## src/rtl/ram_arb_pkg.sv

```systemverilog
// Shared types for the RAM port arbiter: in-flight tags, top-level FSM states, saturating counter helper.
package ram_arb_pkg;

    typedef enum logic [1:0] {
        TAG_NONE,
        TAG_VID,
        TAG_CPU
    } tag_t;

    typedef enum logic {
        ST_CLEAR,
        ST_RUN
    } state_t;

    localparam int STARVE_W = 8;

    function automatic logic [STARVE_W-1:0] sat_inc(input logic [STARVE_W-1:0] v,
                                                     input logic [STARVE_W-1:0] lim);
        return (v >= lim) ? lim : v + 1'b1;
    endfunction

endpackage

```

## src/rtl/ram_clear_seq.sv

```systemverilog
// Address walker for the power-up RAM clear; only built when RAM_CLEAR_EN is defined.
// Latency: addr advances one word per enabled cycle. No backpressure: runs whenever en is high.
`ifdef RAM_CLEAR_EN
module ram_clear_seq #(
    parameter int ADDR_W = 11
) (
    input  logic              clock,
    input  logic              reset,
    input  logic              en,
    output logic [ADDR_W-1:0] addr,
    output logic              done
);

    logic [ADDR_W-1:0] addr_q;
    logic [ADDR_W-1:0] addr_d;

    always_comb begin
        addr_d = addr_q;
        if (en) begin
            addr_d = addr_q + 1'b1;
        end
    end

    always_ff @(posedge clock) begin
        if (reset) begin
            addr_q <= '0;
        end else begin
            addr_q <= addr_d;
        end
    end

    assign addr = addr_q;
    assign done = en && (addr_q == {ADDR_W{1'b1}});

endmodule
`endif

```

## src/rtl/ram_port_arbiter.sv

```systemverilog
// Shares one single-port sync RAM between video fetch (default winner) and CPU; RAM_CLEAR_EN adds a power-up clear.
// Latency: 3 edges from issue to vid_valid / cpu_ack, fully pipelined for video, one CPU op in flight.
// Backpressure: CPU holds cpu_req until cpu_ack; video is never stalled but loses a slot when the CPU is starved.
module ram_port_arbiter
    import ram_arb_pkg::*;
#(
    parameter int ADDR_W       = 11,
    parameter int DATA_W       = 8,
    parameter int STARVE_LIMIT = 15
) (
    input  logic              clock,
    input  logic              reset,
    input  logic              cpu_req,
    input  logic              cpu_we,
    input  logic [ADDR_W-1:0] cpu_addr,
    input  logic [DATA_W-1:0] cpu_din,
    output logic [DATA_W-1:0] cpu_dout,
    output logic              cpu_ack,
    input  logic              vid_req,
    input  logic [ADDR_W-1:0] vid_addr,
    output logic [DATA_W-1:0] vid_dout,
    output logic              vid_valid,
    output logic [ADDR_W-1:0] ram_address,
    output logic [DATA_W-1:0] ram_data,
    output logic              ram_wren,
    input  logic [DATA_W-1:0] ram_q,
    output logic              busy
);

    localparam logic [STARVE_W-1:0] LIMIT = STARVE_W'(STARVE_LIMIT);

    state_t               state_q, state_d;
    tag_t                 tag1_q, tag1_d;
    tag_t                 tag2_q, tag2_d;
    logic [STARVE_W-1:0]  starve_q, starve_d;
    logic [ADDR_W-1:0]    ram_address_q, ram_address_d;
    logic [DATA_W-1:0]    ram_data_q, ram_data_d;
    logic                 ram_wren_q, ram_wren_d;
    logic                 vid_valid_q, vid_valid_d;
    logic [DATA_W-1:0]    vid_dout_q, vid_dout_d;
    logic                 cpu_ack_q, cpu_ack_d;
    logic [DATA_W-1:0]    cpu_dout_q, cpu_dout_d;

    logic [ADDR_W-1:0]    clr_addr;
    logic                 clr_done;
    logic                 run;
    logic                 cpu_pend;
    logic                 cpu_win;

`ifdef RAM_CLEAR_EN
    localparam state_t ST_INIT = ST_CLEAR;
    logic clr_en;

    assign clr_en = (state_q == ST_CLEAR);
    assign busy   = clr_en;

    ram_clear_seq #(
        .ADDR_W (ADDR_W)
    ) u_clear (
        .clock (clock),
        .reset (reset),
        .en    (clr_en),
        .addr  (clr_addr),
        .done  (clr_done)
    );
`else
    localparam state_t ST_INIT = ST_RUN;

    assign busy     = 1'b0;
    assign clr_addr = '0;
    assign clr_done = 1'b0;
`endif

    always_comb begin
        state_d       = state_q;
        tag1_d        = TAG_NONE;
        tag2_d        = tag1_q;
        starve_d      = starve_q;
        ram_address_d = ram_address_q;
        ram_data_d    = ram_data_q;
        ram_wren_d    = 1'b0;
        vid_valid_d   = 1'b0;
        vid_dout_d    = vid_dout_q;
        cpu_ack_d     = 1'b0;
        cpu_dout_d    = cpu_dout_q;

        // Result stage: ram_q belongs to whichever op sits at the tail of the tag pipe.
        if (tag2_q == TAG_VID) begin
            vid_valid_d = 1'b1;
            vid_dout_d  = ram_q;
        end else if (tag2_q == TAG_CPU) begin
            cpu_ack_d  = 1'b1;
            cpu_dout_d = ram_q;
        end

        run      = (state_q == ST_RUN);
        // A CPU op still in either tag stage blocks the next one until its ack cycle.
        cpu_pend = run && cpu_req && (tag1_q != TAG_CPU) && (tag2_q != TAG_CPU);
        cpu_win  = cpu_pend && (!vid_req || (starve_q == LIMIT));

        if (!run) begin
            ram_address_d = clr_addr;
            ram_data_d    = '0;
            ram_wren_d    = 1'b1;
            if (clr_done) begin
                state_d = ST_RUN;
            end
        end else if (cpu_win) begin
            tag1_d        = TAG_CPU;
            ram_address_d = cpu_addr;
            ram_data_d    = cpu_din;
            ram_wren_d    = cpu_we;
            starve_d      = '0;
        end else if (vid_req) begin
            tag1_d        = TAG_VID;
            ram_address_d = vid_addr;
            if (cpu_pend) begin
                starve_d = sat_inc(starve_q, LIMIT);
            end
        end

        if (!cpu_req || !run) begin
            starve_d = '0;
        end
    end

    always_ff @(posedge clock) begin
        if (reset) begin
            state_q       <= ST_INIT;
            tag1_q        <= TAG_NONE;
            tag2_q        <= TAG_NONE;
            starve_q      <= '0;
            ram_address_q <= '0;
            ram_data_q    <= '0;
            ram_wren_q    <= 1'b0;
            vid_valid_q   <= 1'b0;
            vid_dout_q    <= '0;
            cpu_ack_q     <= 1'b0;
            cpu_dout_q    <= '0;
        end else begin
            state_q       <= state_d;
            tag1_q        <= tag1_d;
            tag2_q        <= tag2_d;
            starve_q      <= starve_d;
            ram_address_q <= ram_address_d;
            ram_data_q    <= ram_data_d;
            ram_wren_q    <= ram_wren_d;
            vid_valid_q   <= vid_valid_d;
            vid_dout_q    <= vid_dout_d;
            cpu_ack_q     <= cpu_ack_d;
            cpu_dout_q    <= cpu_dout_d;
        end
    end

    assign ram_address = ram_address_q;
    assign ram_data    = ram_data_q;
    assign ram_wren    = ram_wren_q;
    assign vid_valid   = vid_valid_q;
    assign vid_dout    = vid_dout_q;
    assign cpu_ack     = cpu_ack_q;
    assign cpu_dout    = cpu_dout_q;

endmodule

```

## config.mk

```make
export PLATFORM = sky130hd
export DESIGN_NAME = ram_port_arbiter
export DESIGN_NICKNAME = d
export VERILOG_FILES = /design/src/rtl/ram_arb_pkg.sv /design/src/rtl/ram_clear_seq.sv /design/src/rtl/ram_port_arbiter.sv
export SDC_FILE = /design/constraint.sdc
export NUM_CORES = 1
export LEC_CHECK = 0
export BUFFER_PORTS_ARGS = -buffer_cell sky130_fd_sc_hd__buf_4
export CORE_ASPECT_RATIO = 1.5
export CORE_MARGIN = 2
export CORE_UTILIZATION = 51
export DETAILED_ROUTE_END_ITERATION = 7
export PLACE_DENSITY = 0.84
export SLEW_MARGIN = 20
export SYNTH_ARGS = -nofsm -noshare
export SYNTH_HDL_FRONTEND = slang
export SYNTH_HIERARCHICAL = 1
export SYNTH_SLANG_ARGS = --single-unit
```

## constraint.sdc

```tcl
create_clock -name clock -period 3.8 [get_ports clock]
set_clock_uncertainty 0.15 [all_clocks]
set_input_delay 0.57 -clock clock [delete_from_list [all_inputs] [get_ports clock]]
set_output_delay 0.57 -clock clock [all_outputs]
set_load 0.02 [all_outputs]
```

==> results of run 1 <==
==> cells by family (layout without fill, tap and decap cells) <==
family / count (synthesis) / in the layout / synth area share (%)
AND/OR/NAND/NOR: 89 / 89 / 21.51
adder cells (fa/ha/maj): 1 / 1 / 0.6308
AO/OA/AOI/OAI: 64 / 64 / 20.57
flip-flops: 50 / 50 / 50.47
other: 1 / 1 / 0.1891
buffers and inverters: 19 / 90 / 6.624
==> cells in the final DEF (no fill, tap or decap), types with 2 or more instances in the layout <==
| cell | count |
|---|---|
| sky130_fd_sc_hd__nor4_1 | 2 |
| sky130_fd_sc_hd__clkbuf_8 | 6 |
| sky130_fd_sc_hd__dfxtp_1 | 50 |
| sky130_fd_sc_hd__nor2_1 | 15 |
| sky130_fd_sc_hd__and3_2 | 2 |
| sky130_fd_sc_hd__nor3_1 | 2 |
| sky130_fd_sc_hd__nand3_1 | 14 |
| sky130_fd_sc_hd__nand2b_1 | 5 |
| sky130_fd_sc_hd__o21ai_0 | 8 |
| sky130_fd_sc_hd__and3_1 | 3 |
| sky130_fd_sc_hd__o221a_2 | 11 |
| sky130_fd_sc_hd__a21oi_1 | 41 |
| sky130_fd_sc_hd__nand2_1 | 36 |
| sky130_fd_sc_hd__buf_4 | 82 |
| sky130_fd_sc_hd__bufinv_16 | 2 |
| sky130_fd_sc_hd__nor2b_1 | 5 |
==> sequential cells by signal (all words and copies together) (netlist names) <==
name	count
ram_data	8
ram_wren	1
vid_valid	1
vid_dout	8
ram_address	11
tag2_q	2
cpu_dout	8
cpu_ack	1
tag1_q	2
starve_q	8
==> how the worst max path moves through the flow <==
stage / slack, ps / to
4_1_cts: 1850 / ram_address[0]
5_1_grt: 1680 / ram_address[2]
3_5_place_dp: 1890 / ram_address[0]
2_1_floorplan: 1950 / ram_address[2]
6_report: 1860 / ram_address[0]
3_3_place_gp: 1890 / ram_address[1]
==> report_power, final <==
part,total (mW),switching (mW),leakage (nW),internal (mW)
logic,0.159,0.0824,0.689,0.0766
registers,0.555,0.0108,0.408,0.545
clock network,0.448,0.167,0.0714,0.280
==> per-layer routing <==
metal  up-vias  GRT usage (%)
li1        916              -
met1       763          26.41
met4         0          7.317
met2        69          37.38
met3         5          6.691
met5         -              0
==> critical path, stage by stage (launching register included) <==
cell and delay [ps]:
sky130_fd_sc_hd__dfxtp_1 360, sky130_fd_sc_hd__nand2b_1 350, sky130_fd_sc_hd__nand3_1 130, sky130_fd_sc_hd__buf_4 240, sky130_fd_sc_hd__o31ai_1 270, sky130_fd_sc_hd__buf_4 210
sky130_fd_sc_hd__o221a_2 190
==> layout make-up <==
type                            count  area share, %
Clock buffer                        6          3.100
Clock inverter                      2          2.255
Multi-Input combinational cell    155          31.94
Sequential cell                    50          37.58
Tap cell                           43          2.020
Timing Repair Buffer               82          23.11
==> stage by stage <==
step,instance area (um2),hold slack [ps],cells
final,2664,307.8,338
after detailed placement,2521,299.0,330
after floorplan,1983,275.5,224
after global routing,2664,333.4,338
after CTS,2664,311.4,338
after global placement,2521,286.5,330
==> results.toml, run 1 <==
[outcome]
outcome = "finished clean"

[critical_path]
arrival_ps = 2030
critical_path.reg2reg.startpoint = "tag2_q[0]"
end_kind = "flip-flop"
worst_setup_path_startpoint = "tag2_q[0]"
worstSetupPathType = "reg -> reg"
crit_fanout = 27
reg2reg_setup_slack_ps = 1860
r2r-end = "ram_address[0]"
worstSetupStartpointType = "flip-flop"
reg2reg_depth = 6
cp_data_required_time_ps = 3900

[sta]
final_max_slew_viol_count = 0
rsz_0062_raised_after_global_routing = "no"
final-setup-viol-count = 0
finalWorstSetupSlack_ps = 1864
timing_worst_slew_pin_value_ps = 838.0
slew_headroom_pct = 43.62
setup_tns_ps = 0
fin_crit_sh_pct = 50.94
hold_viol_final = 0
timing.fmax_ghz = 0.5166
final.min_clock_period_ps = 1936

[clocking]
cts_sinks = 50
clkTransAtPathRegs_ps = 90
worstSkewPairLatency_ps = 300
cts_tree = "done"
cts_buffers = 5
number_of_buffers_between_clock_root_and_the_deepest_sink = 2
cts_root_buf = "sky130_fd_sc_hd__clkbuf_8"
cts-resized-gates = 0
cts-htree-levels = 2
cts.repair_timing.setup_buffer_count = 0
cts_hold_repair.buffers = 0

[synthesis]
synth_seq_cells = 50
synth_top_area_cell = "sky130_fd_sc_hd__dfxtp_1"
ranking_of_synthesized_cells_by_area = "sky130_fd_sc_hd__dfxtp_1 50%, sky130_fd_sc_hd__a21oi_1 10%, sky130_fd_sc_hd__nand2_1 6.8%"
synthDominantCellAreaShare_pct = 50.47
synth-async-reset-ratio_pct = 0
yosysUniqueCellTypes = 29
yosys_warnings = 6
synth_area_um2 = 1983
synth_sequential_area_ratio_pct = 50.47
synth.net_count = 268
synth_cells = 224
synthMostInstantiatedCell = "sky130_fd_sc_hd__dfxtp_1"
synth_enable_flop_cells = 0
synth_commonest_cells = "50 x sky130_fd_sc_hd__dfxtp_1, 41 x sky130_fd_sc_hd__a21oi_1, 36 x sky130_fd_sc_hd__nand2_1"
syn-mean-instance-area_um2 = 8.853
dominantRegCellSynth = "sky130_fd_sc_hd__dfxtp_1"

[floorplanning]
floorplan.initialDensity_pct = 53.37
design.die.area_um2 = 4414
floorplan.die.height_um = 80.38
num_rows = 27
floorplan.die.width_um = 54.92
coreArea_um2 = 3716
ios = 82

[global_routing]
grt.overflow.total = 0
grt_pass1_wl_um = 7334
grt_pass1_vias = 1694
grt_max_degree = 45
total_routing_resource_utilization_after_global_routing_pct = 22.36
grt_antenna_before_repair = 0

[min_path]
min_delay_worst_endpoint = "vid_dout[5]"
hold-path-cell-count = 2
min-delay-start = "vid_dout[5]"
hold_class = "reg -> reg"

[finish]
multi_input_area_um2 = 850.8
fraction_of_final_layout_cells_sized_beyond_drive_strength_1_pct = 36.27
finish.utilization_pct = 71.68
syn2layout_area_growth_pct = 34.32
final_net_count = 338
num-fill-cells = 304
antenna_cells_inserted = 0
ff_latch_area_um2 = 1001

[drt]
postRouteAntennaNets = 0
routed-via-count = 1753
drt_wl_total_um = 4458
met3_wirelength_um = 364
drt-met1-wl_um = 1824
top_layer = "met4"
route.met2.wl_um = 2212
drtIter0Drc = 65
vias_per_cell = 5.186
drtPass1Iterations = 4
post-route-drc-count = 0
wire_per_inst_um = 13.19

[place]
gpl.final_weighted_congestion = 0.7171
pre_cts_slack_ps = 1890
detailedPlacementHpwl_um = 3260
buffer_ports.inserted = 80

[power_and_ir_drop]
total_power_mw = 1.162
power_per_cell_area_nw_per_um2 = 436.4
leakage_nw = 1.168
power.ir.vdd_worst_mv = 0.4301

[flow_run]
max-cap-violations = 0
No activity file was read; power rests on OpenSTA's default activity.
==> run 2: changes to the inputs <==
- ABC_AREA: default -> 1
- CORE_UTILIZATION: 51 -> 43
- PLACE_DENSITY: 0.84 -> 0.75
- clock period: 3.8 -> 1.61 ns (I/O delays scaled with it)
==> results.toml, run 2 <==
[drt]
post-route-drc-count = 0
drtPass1Iterations = 5
routed-via-count = 2055
wire_per_inst_um = 11.77
vias_per_cell = 4.567
drtIter0Drc = 62
postRouteAntennaNets = 0
drt_wl_total_um = 5296

[synthesis]
synth_enable_flop_cells = 0
synthDominantCellAreaShare_pct = 48.99
synth-async-reset-ratio_pct = 0
synth_cells = 277
yosys_warnings = 6
ranking_of_synthesized_cells_by_area = "sky130_fd_sc_hd__dfxtp_1 49%, sky130_fd_sc_hd__nand2_1 13%, sky130_fd_sc_hd__nand3_1 10%"
synthMostInstantiatedCell = "sky130_fd_sc_hd__nand2_1"
synth_area_um2 = 2043
synth.net_count = 321
synth_commonest_cells = "70 x sky130_fd_sc_hd__nand2_1, 50 x sky130_fd_sc_hd__dfxtp_1, 42 x sky130_fd_sc_hd__nand3_1"
yosysUniqueCellTypes = 25
synth_sequential_area_ratio_pct = 48.99
dominantRegCellSynth = "sky130_fd_sc_hd__dfxtp_1"
syn-mean-instance-area_um2 = 7.376
synth_top_area_cell = "sky130_fd_sc_hd__dfxtp_1"
synth_seq_cells = 50

[clocking]
cts-htree-levels = 2
cts_root_buf = "sky130_fd_sc_hd__clkbuf_8"
cts_tree = "done"
cts_sinks = 50
cts_buffers = 5
number_of_buffers_between_clock_root_and_the_deepest_sink = 2
clkTransAtPathRegs_ps = 80
worstSkewPairLatency_ps = 290

[power_and_ir_drop]
leakage_nw = 1.639
pwr-share-clk_pct = 32.6
power.ir.vdd_worst_mv = 0.5600
total_power_mw = 2.698
switching_pwr_mw = 0.6682
sw_frac_of_total_pct = 24.77
power_per_cell_area_nw_per_um2 = 861.8
power.internal_mw = 2.030
pwr-share-comb_pct = 18.6
sequentialPowerShare_pct = 48.8

[global_routing]
grt_antenna_before_repair = 0
total_routing_resource_utilization_after_global_routing_pct = 20.34
grt_pass1_vias = 1917
grt_max_degree = 24
grt_pass1_wl_um = 8321
grt.overflow.total = 0

[critical_path]
r2r-end = "starve_q[1]"
reg2reg_depth = 8
crit_fanout = 3
cp_delay_by_family_top = "flip-flops"
critical_path.reg2reg.startpoint = "starve_q[1]"
end_kind = "flip-flop"
critical_path_buf_inv_count = 2
max_stage_delay_ps = 370
critPathMostFrequentCell = "sky130_fd_sc_hd__buf_4"
arrival_ps = 1590
reg2reg_setup_slack_ps = 90
worstSetupStartpointType = "flip-flop"
cp_data_required_time_ps = 1690
timing.critical_path.cells = "ha_4 -> nand3_2 -> o21bai_4 -> buf_4 -> buf_4 -> nor2_2 -> nand2_1 -> a21oi_1"
worstSetupPathType = "reg -> reg"
critical-path-slowest-cell = "sky130_fd_sc_hd__dfxtp_4"

[flow_run]
max-cap-violations = 0

[min_path]
hold-path-cell-count = 2
hold_class = "in -> reg"
min-delay-start = "cpu_we"
min_delay_worst_endpoint = "ram_wren"

[floorplanning]
floorplan.die.height_um = 88.43
ios = 82
design.die.area_um2 = 5330
floorplan.die.width_um = 60.28
coreArea_um2 = 4542
floorplan.initialDensity_pct = 44.99
num_rows = 30

[finish]
layout_commonest_cell = "sky130_fd_sc_hd__buf_4"
antenna_cells_inserted = 0
final_net_count = 430
syn2layout_area_growth_pct = 53.21
number_of_flip_flops_in_the_largest_register = 11
instances_no_fill = 450
final_cell_mix = "93 x sky130_fd_sc_hd__buf_4, 70 x sky130_fd_sc_hd__nand2_1, 48 x sky130_fd_sc_hd__dfxtp_1, 42 x sky130_fd_sc_hd__nand3_1, 32 x sky130_fd_sc_hd__inv_1"
fraction_of_final_layout_cells_sized_beyond_drive_strength_1_pct = 31.61

[place]
post-place-cells = 417
gpl.final_weighted_congestion = 0.8349
detailedPlacementHpwl_um = 3537
buffer_ports.inserted = 80

[sta]
final.hold.worst_slack_ps = 48.88
hold_viol_final = 0
final.min_clock_period_ps = 1518
fin_crit_sh_pct = 94.26
final-setup-viol-count = 0
timing.fmax_ghz = 0.6590
final_max_slew_viol_count = 0

[outcome]
outcome = "finished clean"
## run 2: cell count changes in the layout (fill, tap and decap cells not counted), sizes merged, moves of 11 or more
cell	change
a21oi	-36
dlygate4sd3	+16
buf	+14
nand2	+38
nand3	+29
o221a	-11
inv	+33
o21ai	+11
nor2	+19
## run 2: logic make-up after synthesis
| family | synth area share, % |
|---|---|
| simple gates | 32.88 |
| flops | 48.99 |
| buf+inv | 9.859 |
| compound gates | 7.042 |
| xor+xnor | 0.4287 |
| fa+ha+maj | 0.6123 |
| other cells | 0.1835 |
## run 2: final cells by class
type | instances | area [um2]
Clock buffer | 6 | 82.58
Clock inverter | 1 | 30.03
Fill cell | 359 | 1411
Inverter | 35 | 131.4
Multi-Input combinational cell | 182 | 897.1
Sequential cell | 50 | 1008
Tap cell | 64 | 80.08
Timing Repair Buffer | 112 | 900.9
## run 2: worst max-delay path by stage
| stage | startpoint | endpoint | depth (start not counted) |
|---|---|---|---|
| floorplan | starve_q[0] | ram_address[0] | 9 |
| global placement | starve_q[1] | ram_data[6] | 7 |
| detailed placement | starve_q[1] | ram_data[0] | 7 |
| CTS | starve_q[0] | starve_q[2] | 8 |
| global route | tag2_q[0] | ram_data[3] | 9 |
| finish | starve_q[1] | starve_q[1] | 8 |
## run 2: power groups by stage
stage	logic (mW)	clock network, mW	registers [mW]
final	0.501	0.880	1.32
after detailed placement	0.427	0	1.35
after CTS	0.483	0.899	1.32
after floorplan	0.171	0	1.41
after global routing	0.548	0.945	1.32
after global placement	0.421	0	1.35
## run 2: through the flow
step | util (%) | cell area [um2] | setup TNS (ps) | setup slack (ps)
global route | 68.93 | 3131 | -5.760 | -5.760
finish | 68.93 | 3131 | 0 | 92.49
CTS | 67.41 | 3062 | 0 | 28.18
floorplan | - | 2043 | 0 | 112.8
global placement | 59.75 | 2714 | 0 | 26.60
detailed placement | 59.75 | 2714 | -332.9 | -44.80
## run 2: metal layers
layer  part of all wire (%)  GRT usage [%]  up-vias
li1                       -              -     1077
met1                     40          22.76      902
met2                     53          36.96       68
met3                    5.0          3.947        8
met4                    2.0          7.677        0
met5                      0              0        -
## run 2: repair_timing
action / in CTS / in global routing
hold buffers: 16 / 0
hold endpoints to repair: 16 / 0
cloned: 3 / 0
pin swaps: 2 / 2
buffers inserted: 4 / 3
endpoints found under the setup margin: 18 / 23
resized for setup: 4 / 10
==> run 3: changes to the inputs <==
- CORE_UTILIZATION: 43 -> 45
- CTS_BUF_LIST: default -> sky130_fd_sc_hd__clkbuf_4
- PLACE_DENSITY: 0.75 -> 0.78
==> results.toml, run 3 (same netlist as run 2, synthesis figures left out) <==
[place]
buffer_ports.inserted = 80
detailedPlacementHpwl_um = 3599
gpl.final_weighted_congestion = 0.8100
post_place_cell_area_um2 = 2694

[sta]
final-setup-viol-count = 1
hold_viol_final = 0
final.hold.worst_slack_ps = 5.980
fin_crit_sh_pct = 102.0
final.min_clock_period_ps = 1643
timing.fmax_ghz = 0.6088
finalWorstSetupSlack_ps = -32.56
rsz_0062_raised_after_global_routing = "yes"
final_max_slew_viol_count = 0

[drt]
drt_wl_total_um = 5615
drt-met1-wl_um = 2050
post-route-drc-count = 0
met3_wirelength_um = 342
top_layer = "met4"
routed-via-count = 2151
drtPass1Iterations = 4
vias_per_cell = 4.922
postRouteAntennaNets = 0
drtIter0Drc = 99
route.met2.wl_um = 3048
wire_per_inst_um = 12.85

[global_routing]
grt_pass1_vias = 2004
grt_pass1_wl_um = 8418
grt.overflow.total = 0
grt_max_degree = 25
total_routing_resource_utilization_after_global_routing_pct = 21.03
grt_antenna_before_repair = 0

[power_and_ir_drop]
power.ir.vdd_worst_mv = 0.5258
power_per_cell_area_nw_per_um2 = 766.6
total_power_mw = 2.396
leakage_nw = 1.628

[critical_path]
critPathMostFrequentCell = "sky130_fd_sc_hd__nand2_1"
arrival_ps = 1770
crit_fanout = 12
critical-path-slowest-cell = "sky130_fd_sc_hd__dfxtp_2"
cp_data_required_time_ps = 1740
end_kind = "flip-flop"
worstSetupPathType = "reg -> reg"
worst_setup_path_startpoint = "starve_q[1]"
max_stage_delay_ps = 390
worstSetupStartpointType = "flip-flop"
timing.critical_path.cells = "ha_4 -> nand3_4 -> o21bai_4 -> buf_4 -> nand2_4 -> nand2_1 -> nand3_1 -> nand2_1 -> inv_1"
critical_path.reg2reg.startpoint = "starve_q[1]"

[outcome]
violations = "setup timing"
outcome = "complete, but fails checks"

[finish]
number_of_flip_flops_in_the_largest_register = 11
fraction_of_final_layout_cells_sized_beyond_drive_strength_1_pct = 32.65
final_net_count = 433
layout_commonest_cell = "sky130_fd_sc_hd__buf_4"
antenna_cells_inserted = 0
layout.cell_area.non_filler_um2 = 3126
finish.utilization_pct = 70.57
syn2layout_area_growth_pct = 52.97
final_cell_mix = "88 x sky130_fd_sc_hd__buf_4, 66 x sky130_fd_sc_hd__nand2_1, 48 x sky130_fd_sc_hd__dfxtp_1, 40 x sky130_fd_sc_hd__nand3_1, 31 x sky130_fd_sc_hd__inv_1"

[flow_run]
max-cap-violations = 0

[clocking]
worstSkewPairLatency_ps = 380
cts_sinks = 50
number_of_buffers_between_clock_root_and_the_deepest_sink = 2
cts_root_buf = "sky130_fd_sc_hd__clkbuf_4"
clkTransAtPathRegs_ps = 150
cts-htree-levels = 2
cts_tree = "done"
cts_buffers = 5

[floorplanning]
ios = 82
floorplan.die.width_um = 59.02
floorplan.initialDensity_pct = 46.13
floorplan.die.height_um = 86.53
coreArea_um2 = 4429
num_rows = 30
design.die.area_um2 = 5106

[min_path]
min-delay-start = "vid_addr[8]"
hold_class = "in -> reg"
[run 3: cell count changes in the layout (fill, tap and decap cells not counted), moves of 4 or more]
| cell | before | now |
|---|---|---|
| sky130_fd_sc_hd__clkbuf_8 | 6 | 0 |
| sky130_fd_sc_hd__dlygate4sd3_1 | 16 | 21 |
| sky130_fd_sc_hd__clkbuf_4 | 0 | 5 |
| sky130_fd_sc_hd__nand2_1 | 70 | 66 |
| sky130_fd_sc_hd__nand2_2 | 1 | 5 |
| sky130_fd_sc_hd__buf_4 | 93 | 88 |
[run 3: final cells by class]
type	count	area, um2
Timing Repair Buffer	114	942.2
Fill cell	365	1304
Clock inverter	2	15.01
Inverter	35	131.4
Tap cell	48	60.06
Sequential cell	50	1003
Multi-Input combinational cell	183	935.9
Clock buffer	5	37.54
[run 3: power by group]
| part | internal (mW) | leakage, nW | switching [mW] |
|---|---|---|---|
| clock network | 0.162 | 0.0233 | 0.388 |
| logic | 0.255 | 1.19 | 0.268 |
| registers | 1.29 | 0.409 | 0.0298 |
| total | 1.71 | 1.63 | 0.686 |
[run 3: worst paths after layout]
path	cells after the start	slack (ps)	end
min reg2reg	2	300	tag2_q[0]
max	9	-30	ram_address[1]
min	5	6	ram_address[8]
max reg2reg	9	-30	ram_address[1]
[run 3: metal layers]
metal,global-route usage [%],vias up
met4,7.645,0
met1,22.17,961
li1,-,1086
met2,38.99,89
met5,0,-
met3,5.224,15
[run 3: through the flow]
step | setup TNS [ps] | instances | setup WS, ps
floorplan | 0 | 277 | 112.8
global placement | 0 | 401 | 39.63
detailed placement | -71.20 | 401 | -16.30
CTS | 0 | 431 | 9.312
global route | -585.4 | 437 | -99.36
finish | -32.56 | 437 | -32.56
[run 3: timing repair]
action                                  4_1_cts  5_1_grt
cloned                                        1        3
resized for setup                             1       19
pin swaps                                     2        8
hold buffers                                 21        0
setup buffers                                 1        3
hold endpoints to repair                     32        0
endpoints found under the setup margin       17       23
[run 3: critical path, delay by kind of cell (launching register included)]
family | cells | cell delay, ps
buffers and inverters | 2 | 200
DFF | 1 | 390
adders and majority gates | 1 | 160
and+or+nand+nor | 5 | 410
AOI/OAI and AO/OA | 1 | 230
